===== config.mk =====
export PLATFORM = sky130hd
export DESIGN_NAME = inst_sequencer
export DESIGN_NICKNAME = d
export VERILOG_FILES = /design/src/rtl/inst_sequencer_pkg.sv /design/src/rtl/inst_sequencer.sv
export SDC_FILE = /design/constraint.sdc
export NUM_CORES = 1
export LEC_CHECK = 0
export CAP_MARGIN = 5
export CORE_MARGIN = 3
export CORE_UTILIZATION = 23
export DETAILED_ROUTE_END_ITERATION = 6
export MAX_ROUTING_LAYER = met4
export SKIP_CTS_REPAIR_TIMING = 1
export SYNTH_ARGS = -nofsm -noshare
export SYNTH_HDL_FRONTEND = slang
export SYNTH_SLANG_ARGS = --single-unit

===== constraint.sdc =====
create_clock -name clock -period 1.61 [get_ports clock]
set_clock_uncertainty 0.2 [all_clocks]
set_input_delay 0.322 -clock clock [delete_from_list [all_inputs] [get_ports clock]]
set_output_delay 0.322 -clock clock [all_outputs]
set_load 0.02 [all_outputs]

===== src/rtl/inst_sequencer_pkg.sv =====
// Shared definitions for the inst/inst_en bus sequencer: word fields, sequencer opcodes, FSM states.
// No logic here; latency and flow control live in inst_sequencer.
package inst_sequencer_pkg;

   localparam int DEV_W   = 4;
   localparam int DEV_MSB = 15;
   localparam int DEV_LSB = 12;
   localparam int OP_MSB  = 11;
   localparam int OP_LSB  = 8;
   localparam int IMM_MSB = 7;
   localparam int IMM_LSB = 0;

   localparam logic [3:0] SEQ_NOP  = 4'h0;
   localparam logic [3:0] SEQ_JMP  = 4'h1;
   localparam logic [3:0] SEQ_WAIT = 4'h2;
   localparam logic [3:0] SEQ_HALT = 4'h3;

   typedef enum logic [1:0] {
      FETCH = 2'd0,
      EXEC  = 2'd1,
      WAIT  = 2'd2,
      HALT  = 2'd3
   } state_t;

endpackage


===== src/rtl/inst_sequencer.sv =====
// ROM-driven initiator for the inst/inst_en bus: 2 cycles per word, dispatch pulse in the cycle after EXEC.
// No backpressure; devices must accept one instruction every 2 cycles.
module inst_sequencer
   import inst_sequencer_pkg::*;
#(
   parameter int DEVICES  = 4,
   parameter int PC_WIDTH = 8
) (
   input  logic                clock,
   input  logic                reset,
   output logic [PC_WIDTH-1:0] rom_addr,
   input  logic [15:0]         rom_data,
   output logic [11:0]         inst,
   output logic [DEVICES-1:0]  inst_en,
   output logic                halted,
   output logic                error
);

   state_t              state_q;
   logic [PC_WIDTH-1:0] pc_q;
   logic [7:0]          cnt_q;
   logic [11:0]         inst_q;
   logic [DEVICES-1:0]  inst_en_q;
   logic                halted_q;
   logic                error_q;

   logic [DEV_W-1:0]    dev;
   logic [3:0]          op;
   logic [7:0]          imm;
   logic                dev_ok;
   logic [DEVICES-1:0]  dev_onehot;
   logic [PC_WIDTH-1:0] pc_inc;

   assign dev    = rom_data[DEV_MSB:DEV_LSB];
   assign op     = rom_data[OP_MSB:OP_LSB];
   assign imm    = rom_data[IMM_MSB:IMM_LSB];
   assign dev_ok = (dev != '0) && ({28'd0, dev} <= 32'(DEVICES));
   assign pc_inc = pc_q + PC_WIDTH'(1);

   always_comb begin
      dev_onehot = '0;
      for (int i = 0; i < DEVICES; i++) begin
         if ({28'd0, dev} == 32'(i + 1)) dev_onehot[i] = 1'b1;
      end
   end

   always_ff @(posedge clock) begin
      if (reset) begin
         state_q   <= FETCH;
         pc_q      <= '0;
         cnt_q     <= '0;
         inst_q    <= '0;
         inst_en_q <= '0;
         halted_q  <= 1'b0;
         error_q   <= 1'b0;
      end else begin
         // Enable is a one-cycle pulse; only a dispatching EXEC raises it.
         inst_en_q <= '0;
         case (state_q)
            FETCH: state_q <= EXEC;
            EXEC: begin
               state_q <= FETCH;
               pc_q    <= pc_inc;
               if (dev_ok) begin
                  inst_q    <= rom_data[11:0];
                  inst_en_q <= dev_onehot;
               end else if (dev == '0) begin
                  case (op)
                     SEQ_NOP: ;
                     SEQ_JMP: pc_q <= PC_WIDTH'(imm);
                     SEQ_WAIT: begin
                        cnt_q <= imm;
                        if (imm != 8'd0) state_q <= WAIT;
                     end
                     SEQ_HALT: begin
                        pc_q     <= pc_q;
                        state_q  <= HALT;
                        halted_q <= 1'b1;
                     end
                     default: error_q <= 1'b1;
                  endcase
               end else begin
                  error_q <= 1'b1;
               end
            end
            WAIT: begin
               cnt_q <= cnt_q - 8'd1;
               if (cnt_q == 8'd1) state_q <= FETCH;
            end
            HALT: ;
            default: state_q <= FETCH;
         endcase
      end
   end

   assign rom_addr = pc_q;
   assign inst     = inst_q;
   assign inst_en  = inst_en_q;
   assign halted   = halted_q;
   assign error    = error_q;

endmodule


==> impl_metrics.yaml, run 1 <==
synth:
  synth_cell_types: 49
  synth_edf_count: 0
  seq_area_frac_synth_pct: 40.0
  yosysTopAreaCellShare_pct: 40.0
  syn-instance-count: 196
  synth_top_area_cell: "dfxtp_1"
  synth_ff_type: "dfxtp_1"
  synth_seq_cells: 36
  yosys_warnings: 0
  async_flop_share_pct: 0
  mappedNetlistNets: 217
  yosys-top-cells-count: "dfxtp_1, nor2_1, a21oi_1"
  synth.most_common_cell: "dfxtp_1"
  syn_avg_cell_area_um2: 9.20
  synth_area_leaders: "dfxtp_1, mux2i_1, a21oi_1"
  synth_area_um2: 1800
route:
  highest_layer: "met4"
  wl_met2_um: 2550
  vias: 1866
  drtIter0Drc: 83
  drc: 0
  dr.pass1.iters: 4
  routed_wl_um: 5650
  post_drt_wl_per_cell_um: 14.3
  via_per_inst: 4.74
  wl_met3_um: 276
  antenna_left: 0
  wl_met1_um: 2750
worst_setup_path:
  start_kind: "register"
  cp_data_required_time_ns: 1.63
  worstPathBufferInverterCount: 1
  critical_path.top_delay_family: "simple AND/OR/NAND/NOR gates"
  crit_chain: "or4b_4 > buf_6 > nor4_2 > a21oi_1 > a21oi_1"
  endpoint_kind: "register"
  worstSetupPathType: "register to register"
  cp.arrival_ns: 1.72
  critical_path.max_fanout: 4
  max_stage_delay_ns: 0.57
  slowest_stage: "or4b_4"
  cpMostUsedCell: "a21oi_1"
job:
  maxCapViolations: 0
placement:
  dp_hpwl_um: 4010
  dp_cells: 380
  portBuffers: 43
  gp_congestion: 0.794
clock_network:
  clockBufferDepth: 2
  clk_latency_ns: 0.28
  path_clk_slew_ns: 0.07
  cts_tree: "done"
  numClockSinks: 36
  cts_buffers: 5
  htreeDepth: 2
  cts-root-buf: "clkbuf_8"
global_routing:
  grt_max_degree: 35
  track_usage_pct: 13.0
  grt_overflow_total: 0
  grt_pass1_wl_um: 8780
  grt_pass1_vias: 1802
  antenna_found_initial: 0
timing:
  min_period_over_period_pct: 106
  fmax_mhz: 588
  setup_slack_ns: -0.0908
  slew-limit-headroom_pct: 74.4
  rsz0062_at_grt: "true"
  setup_viol: 17
  fin_crit_ns: 1.70
  slew_viol_final: 0
  tightestPinTransition_ns: 0.381
  hold_viol: 0
power:
  ir_drop_uv: 329
  p_per_area_nw_per_um2: 624
  p_leak_nw: 1.66
run_status:
  violations: "negative setup slack"
  status: "finished, violations left"
final_layout:
  postLayoutCoreUtil_pct: 42.2
  nNetsFinal: 315
  diodes: 0
  stdcell_count: 394
  syn2layout_area_growth_pct: 74.4
  drive_gt1_share_pct: 36.3
die:
  core_um2: 7450
  die-area_um2: 8940
  initial_core_util_pct: 24.2
  ios: 44
  die-height_um: 94.5
  die_w_um: 94.5
  num_rows: 31
worst_hold_path:
  hp-class: "input pin to register"
## cells in the final DEF, fill, tap and decap left out, types with 5 or more instances in the layout
| cell type | instances |
|---|---|
| clkbuf_8 | 6 |
| nand3_1 | 10 |
| inv_1 | 5 |
| clkdlybuf4s50_1 | 8 |
| nor2_1 | 21 |
| buf_4 | 44 |
| mux2i_1 | 16 |
| buf_6 | 10 |
| dlymetal6s2s_1 | 32 |
| nand2_1 | 7 |
| dfxtp_1 | 30 |
| a21oi_1 | 16 |
## cells by family after synthesis
family                   share of synthesized area (%)
buffers and inverters                             3.19
multiplexers                                      8.88
XOR/XNOR                                         0.486
adder cells (fa/ha/maj)                           2.08
flip-flops                                        40.0
AND/OR/NAND/NOR                                   27.8
AO/OA/AOI/OAI                                     17.6
## per-stage QoR
step	power, mW	setup TNS [ns]	cell area, um^2	worst slack [ns]	hold WS, ns
floorplan	1.08	-0.332	1860	-0.0846	0.194
global placement	1.28	-20.52	2760	-0.659	0.266
detailed placement	1.29	-20.85	2760	-0.699	0.268
CTS	1.96	-14.40	2850	-0.377	0.290
global route	2.05	-1.67	3140	-0.129	0.107
finish	1.96	-0.581	3140	-0.0908	0.101
## worst paths after layout
path | startpoint | to | slack (ns) | cells after the start
max | state_q[0] | cnt_q[7] | -0.09 | 5
min | rom_data[12] | inst_en[1] | 0.10 | 3
max reg2reg | state_q[0] | cnt_q[7] | -0.09 | 5
min reg2reg | inst[9] | inst[9] | 0.29 | 2
## registers in the layout, summed over array words and instances, names as in the netlist
register  flops
error         1
state_q       2
inst_en       4
cnt_q         8
inst         12
halted        1
rom_addr      8
## routing by layer
| metal | track usage (%) | up-vias |
|---|---|---|
| met3 | 3.11 | 7 |
| met5 | - | - |
| met2 | 18.9 | 44 |
| met4 | 4.09 | 0 |
| met1 | 17.8 | 877 |
| li1 | - | 938 |
## layout make-up
cell class / instances / area [um^2]
Fill cell: 746 / 4300
Timing Repair Buffer: 99 / 993
Tap cell: 99 / 124
Multi-Input combinational cell: 146 / 1180
Clock buffer: 8 / 90.1
Inverter: 6 / 22.5
Sequential cell: 36 / 736
## worst reg2reg max path: cells and delay by family (launching register included)
kind                   cells  cell delay [ns]
AND/OR/NAND/NOR            2             0.72
flip-flops                 1             0.36
AO/OA/AOI/OAI              2             0.19
buffers and inverters      1             0.16
## power by group
group          internal (mW)  total [mW]  switching [mW]
Sequential             0.910       0.927          0.0168
Clock                  0.349       0.664           0.315
Combinational          0.194       0.370           0.176
Total                   1.45        1.96           0.508
(Power assumes the default switching activity.)
==> run 2: changes to the inputs <==
==> constraint.sdc (replaced) <==
create_clock -name clock -period 1.61 [get_ports clock]
set_clock_uncertainty 0.2 [all_clocks]
set_input_delay 0.161 -clock clock [delete_from_list [all_inputs] [get_ports clock]]
set_output_delay 0.161 -clock clock [all_outputs]
set_load 0.02 [all_outputs]
==> run 2 against run 1 <==
  * The flow finishes with violations (negative hold slack, negative setup slack)
  * Non-clock buffer count down 7
  * Combinational power fell by 2%
  * Worst hold slack lost 0.11 ns
  * Setup slack gained 0.015 ns
  * Clock power is 20% higher
  * Count of clock-buffer cells in the layout fell by 2
  * Cell count decreased by 1.8%
  * Sequential power is 0.4% lower
  * Total power grew 6.4%
  * First-iteration DRC count rose by 29%
  * Die area is the same
  * Sequential share of layout area increased by 0.97 points
  * Critical endpoint is now cnt_q[5]
  * Largest cell class unchanged
==> impl_metrics.yaml, run 2 (same netlist as run 1, synthesis figures left out) <==
clock_network:
  cts_tree: "done"
  cts-root-buf: "clkbuf_8"
  htreeDepth: 2
  cts_buffers: 5
  clk_latency_ns: 0.29
  numClockSinks: 36
  clockBufferDepth: 2
  path_clk_slew_ns: 0.08
timing:
  fmax_mhz: 593
  setup_slack_ns: -0.0758
  fin_crit_ns: 1.69
  hold_viol: 2
  rsz0062_at_grt: "true"
  finalSetupTns_ns: -0.551
  timing.hold.ws_ns: -0.00704
  tightestPinTransition_ns: 0.384
  setup_viol: 16
  slew-limit-headroom_pct: 74.2
  slew_viol_final: 0
  min_period_over_period_pct: 105
die:
  ios: 44
  core_um2: 7450
  num_rows: 31
  initial_core_util_pct: 24.2
  die_w_um: 94.5
  die-height_um: 94.5
  die-area_um2: 8940
worst_setup_path:
  r2r_slack_ns: -0.08
  crit_path_start: "cnt_q[1]"
  max_stage_delay_ns: 0.58
  cp_data_required_time_ns: 1.62
  slowest_stage: "or4b_4"
  worstSetupPathType: "register to register"
  start_kind: "register"
  critical_path.max_fanout: 5
  r2r_cells: 4
  cp.arrival_ns: 1.70
  crit_chain: "or4b_4 > nor4_4 > xnor2_1 > a211oi_2"
  endpoint_kind: "register"
  cp-endpoint: "cnt_q[5]"
  r2r_start: "cnt_q[1]"
  r2r-end: "cnt_q[5]"
placement:
  dp_hpwl_um: 4100
  gp_congestion: 0.817
  place_ws_ns: -0.518
  portBuffers: 43
power:
  p_leak_nw: 1.52
  ir_drop_uv: 424
  p_per_area_nw_per_um2: 692
final_layout:
  diodes: 0
  syn2layout_area_growth_pct: 67.2
  multi_input_area_um2: 1150
  fill_cells: 752
  drive_gt1_share_pct: 34.7
  layout_common_cells: "buf_4, dfxtp_1, dlymetal6s2s_1, nor2_1, mux2i_1"
  largest_reg_flops: 12
  final_common_cell: "buf_4"
  seq_area_um2: 734
  nNetsFinal: 308
worst_hold_path:
  hp-class: "input pin to register"
  hp-start: "rom_data[15]"
route:
  drc: 0
  antenna_left: 0
  vias: 1864
  routed_wl_um: 5610
  dr.pass1.iters: 4
  via_per_inst: 4.82
  post_drt_wl_per_cell_um: 14.5
  drtIter0Drc: 107
global_routing:
  grt_pass1_wl_um: 8760
  antenna_found_initial: 0
  grt_overflow_total: 0
  grt_pass1_vias: 1756
  track_usage_pct: 12.9
  grt_max_degree: 35
run_status:
  status: "finished, violations left"
  violations: "negative hold slack, negative setup slack"
job:
  maxCapViolations: 0
==> run 2: cell count changes in the layout (fill, tap and decap cells not counted), moves of 2 or more <==
cell | previous run | this run
buf_6 | 10 | 4
o311ai_0 | 0 | 2
clkbuf_2 | 1 | 3
a21oi_1 | 16 | 14
o2bb2ai_2 | 2 | 0
o2bb2ai_1 | 1 | 3
a21oi_2 | 1 | 3
clkdlybuf4s50_1 | 8 | 13
dfxtp_2 | 3 | 5
dlymetal6s2s_1 | 32 | 27
==> run 2: critical path, delay by kind of cell (launching register included) <==
family                    cells  cell delay (ns)
DFF                           1             0.33
xor gates and xnor gates      1             0.12
AOI/OAI and AO/OA             1             0.22
and+or+nand+nor               2             0.75
==> run 2: worst min-delay path by stage <==
stage / to / cells past startpoint / slack (ns)
after floorplan: inst_en[0] / 1 / 0.03
after global placement: error / 2 / 0.26
after detailed placement: error / 2 / 0.27
after CTS: cnt_q[1] / 2 / 0.29
after global routing: inst_en[1] / 3 / 0.009
final: inst_en[0] / 4 / -0.007
==> run 2: layer usage <==
metal / GRT usage (%) / up-vias / wire (um)
li1: - / 926 / -
met3: 3.35 / 7 / 325
met1: 16.7 / 872 / 2550
met2: 20.0 / 59 / 2680
met5: - / - / 0
met4: 3.13 / 0 / 57
==> run 2: final cells by class <==
class / count / area share [%]
timing repair buffer: 92 / 29.1
sequential: 36 / 24.4
tap: 99 / 4.11
clock inverter: 2 / 1.16
inverter: 6 / 0.747
clock buffer: 6 / 2.41
multi-input combinational: 146 / 38.1
==> run 2: metrics by stage <==
step | instances | power, mW | hold slack (ns) | utilization [%] | instance area, um^2
finish | 387 | 2.09 | -0.00704 | 40.5 | 3010
CTS | 383 | 2.07 | 0.291 | 37.6 | 2800
floorplan | 196 | 1.08 | 0.0325 | - | 1830
global route | 387 | 2.17 | 0.00926 | 40.5 | 3010
global placement | 375 | 1.27 | 0.262 | 36.1 | 2690
detailed placement | 375 | 1.28 | 0.273 | 36.1 | 2690
==> run 2: report_power, final <==
part           switching [mW]  internal, mW  total [mW]  leakage, nW
logic                   0.177         0.186       0.363         1.17
clock network           0.340         0.460       0.800       0.0552
registers              0.0133         0.910       0.923        0.295
total                   0.530          1.56        2.09         1.52
==> run 3: changes to the inputs <==
--- a/config.mk
+++ b/config.mk
@@ -10,6 +10,7 @@
 export CORE_UTILIZATION = 23
 export DETAILED_ROUTE_END_ITERATION = 6
 export MAX_ROUTING_LAYER = met4
+export PLACE_DENSITY = 0.41
 export SKIP_CTS_REPAIR_TIMING = 1
 export SYNTH_ARGS = -nofsm -noshare
 export SYNTH_HDL_FRONTEND = slang
==> run 3 against run 2 <==
  * The flow finishes with violations (negative setup slack)
  * Sequential share of layout area shrank 0.26 points
  * Clock power shrank 0.8%
  * Utilization grew 0.50 points
  * Via count shrank 1.0%
  * Total power shrank 0.60%
  * Worst hold slack gained 0.043 ns
  * Non-clock buffer count shrank 2
  * Critical path depth is the same
  * Combinational power shrank 1%
  * Cell area grew 1.2%
  * Die area is the same
  * Critical endpoint is now cnt_q[7]
==> impl_metrics.yaml, run 3 (same netlist as run 1, synthesis figures left out) <==
run_status:
  status: "finished, violations left"
  violations: "negative setup slack"
final_layout:
  postLayoutCellArea_um2: 3050
  syn2layout_area_growth_pct: 69.3
  drive_gt1_share_pct: 32.8
  stdcell_count: 386
  diodes: 0
  nNetsFinal: 307
  final_common_cell: "buf_4"
  layout_common_cells: "buf_4, dlymetal6s2s_1, dfxtp_1, nor2_1"
  postLayoutCoreUtil_pct: 41.0
  fill_cells: 746
  largest_reg_flops: 12
power:
  p_per_area_nw_per_um2: 680
  fin_total_pwr_mw: 2.07
  ir_drop_uv: 466
  netSwitchingPower_uw: 520
  p_leak_nw: 1.55
  swShare_pct: 25.1
  power_frac_seq_pct: 44.5
  combPwrFrac_pct: 17.2
  p_int_mw: 1.55
  clkPwrFrac_pct: 38.3
worst_hold_path:
  hp-start: "rom_data[14]"
  hold_path_depth: 3
  min_to: "inst_en[3]"
  hp-class: "input pin to register"
clock_network:
  numClockSinks: 36
  cts-root-buf: "clkbuf_8"
  cts_tree: "done"
  clk_latency_ns: 0.28
  path_clk_slew_ns: 0.07
  cts_buffers: 5
  clockBufferDepth: 2
  htreeDepth: 2
global_routing:
  track_usage_pct: 13.3
  grt_overflow_total: 0
  antenna_found_initial: 0
  grt_pass1_wl_um: 8760
  grt_pass1_vias: 1690
  grt_max_degree: 35
timing:
  fmax_mhz: 588
  slew_viol_final: 0
  tightestPinTransition_ns: 0.440
  slew-limit-headroom_pct: 70.5
  min_period_over_period_pct: 106
  setup_slack_ns: -0.0911
  hold_viol: 0
  finalSetupTns_ns: -0.611
  rsz0062_at_grt: "true"
  setup_viol: 18
  timing.hold.ws_ns: 0.0357
  fin_crit_ns: 1.70
route:
  post_drt_wl_per_cell_um: 15.3
  antenna_left: 0
  vias: 1845
  drc: 0
  via_per_inst: 4.78
  dr.pass1.iters: 4
  drtIter0Drc: 86
  routed_wl_um: 5900
placement:
  dp_cells: 371
  place_ws_ns: -0.510
  gp_congestion: 0.796
  place_area_um2: 2660
  dp_hpwl_um: 4200
  portBuffers: 43
die:
  die-height_um: 94.5
  ios: 44
  die-area_um2: 8940
  die_w_um: 94.5
  initial_core_util_pct: 24.2
  core_um2: 7450
  num_rows: 31
worst_setup_path:
  start_kind: "register"
  cp.arrival_ns: 1.66
  r2r_slack_ns: -0.09
  worstSetupPathType: "register to register"
  r2r_cells: 4
  r2r_start: "cnt_q[1]"
  critical_path.max_fanout: 3
  endpoint_kind: "register"
  r2r-end: "cnt_q[7]"
  cp_data_required_time_ns: 1.57
job:
  maxCapViolations: 0
==> run 3: cell count changes in the layout (fill, tap and decap cells not counted), sizes merged <==
| cell | change |
|---|---|
| nand4 | +1 |
| clkbuf | -2 |
| clkdlybuf4s50 | +1 |
| buf | -3 |
| dlymetal6s2s | +2 |
==> run 3: power by group through the flow <==
stage	Combinational (mW)	Clock, mW	Sequential, mW
CTS	0.333	0.833	0.925
global placement	0.332	0	0.946
detailed placement	0.331	0	0.946
floorplan	0.109	0	0.971
finish	0.358	0.794	0.922
global route	0.385	0.862	0.926
==> run 3: how the worst max path moves through the flow <==
| stage | startpoint | depth (start not counted) | to | slack, ns |
|---|---|---|---|---|
| after floorplan | state_q[0] | 4 | cnt_q[5] | -0.006 |
| after global placement | rom_data[13] | 5 | rom_addr[4] | -0.50 |
| after detailed placement | rom_data[13] | 5 | rom_addr[4] | -0.51 |
| after CTS | rom_data[13] | 5 | rom_addr[4] | -0.21 |
| after global routing | state_q[1] | 5 | cnt_q[7] | -0.14 |
| final | cnt_q[1] | 4 | cnt_q[7] | -0.09 |
==> run 3: final cells by class <==
cell class	instances	area (um^2)	area share [%]
tap	99	124	4.06
sequential	36	736	24.1
clock inverter	2	35.0	1.15
multi-input combinational	147	1160	38.0
inverter	6	22.5	0.738
timing repair buffer	90	901	29.5
clock buffer	6	72.6	2.38
==> run 3: per-layer routing <==
layer	track usage (%)	vias up	routed length, um
li1	-	931	-
met1	17.4	849	2790
met2	20.2	56	2740
met3	3.27	9	308
met4	3.97	0	59
met5	-	-	0
==> run 3: critical path, cell delays in order, from the launching register on <==
cell and delay (ns):
dfxtp_2 0.33, or4b_4 0.59, buf_6 0.15, o311ai_2 0.21, a21oi_1 0.10
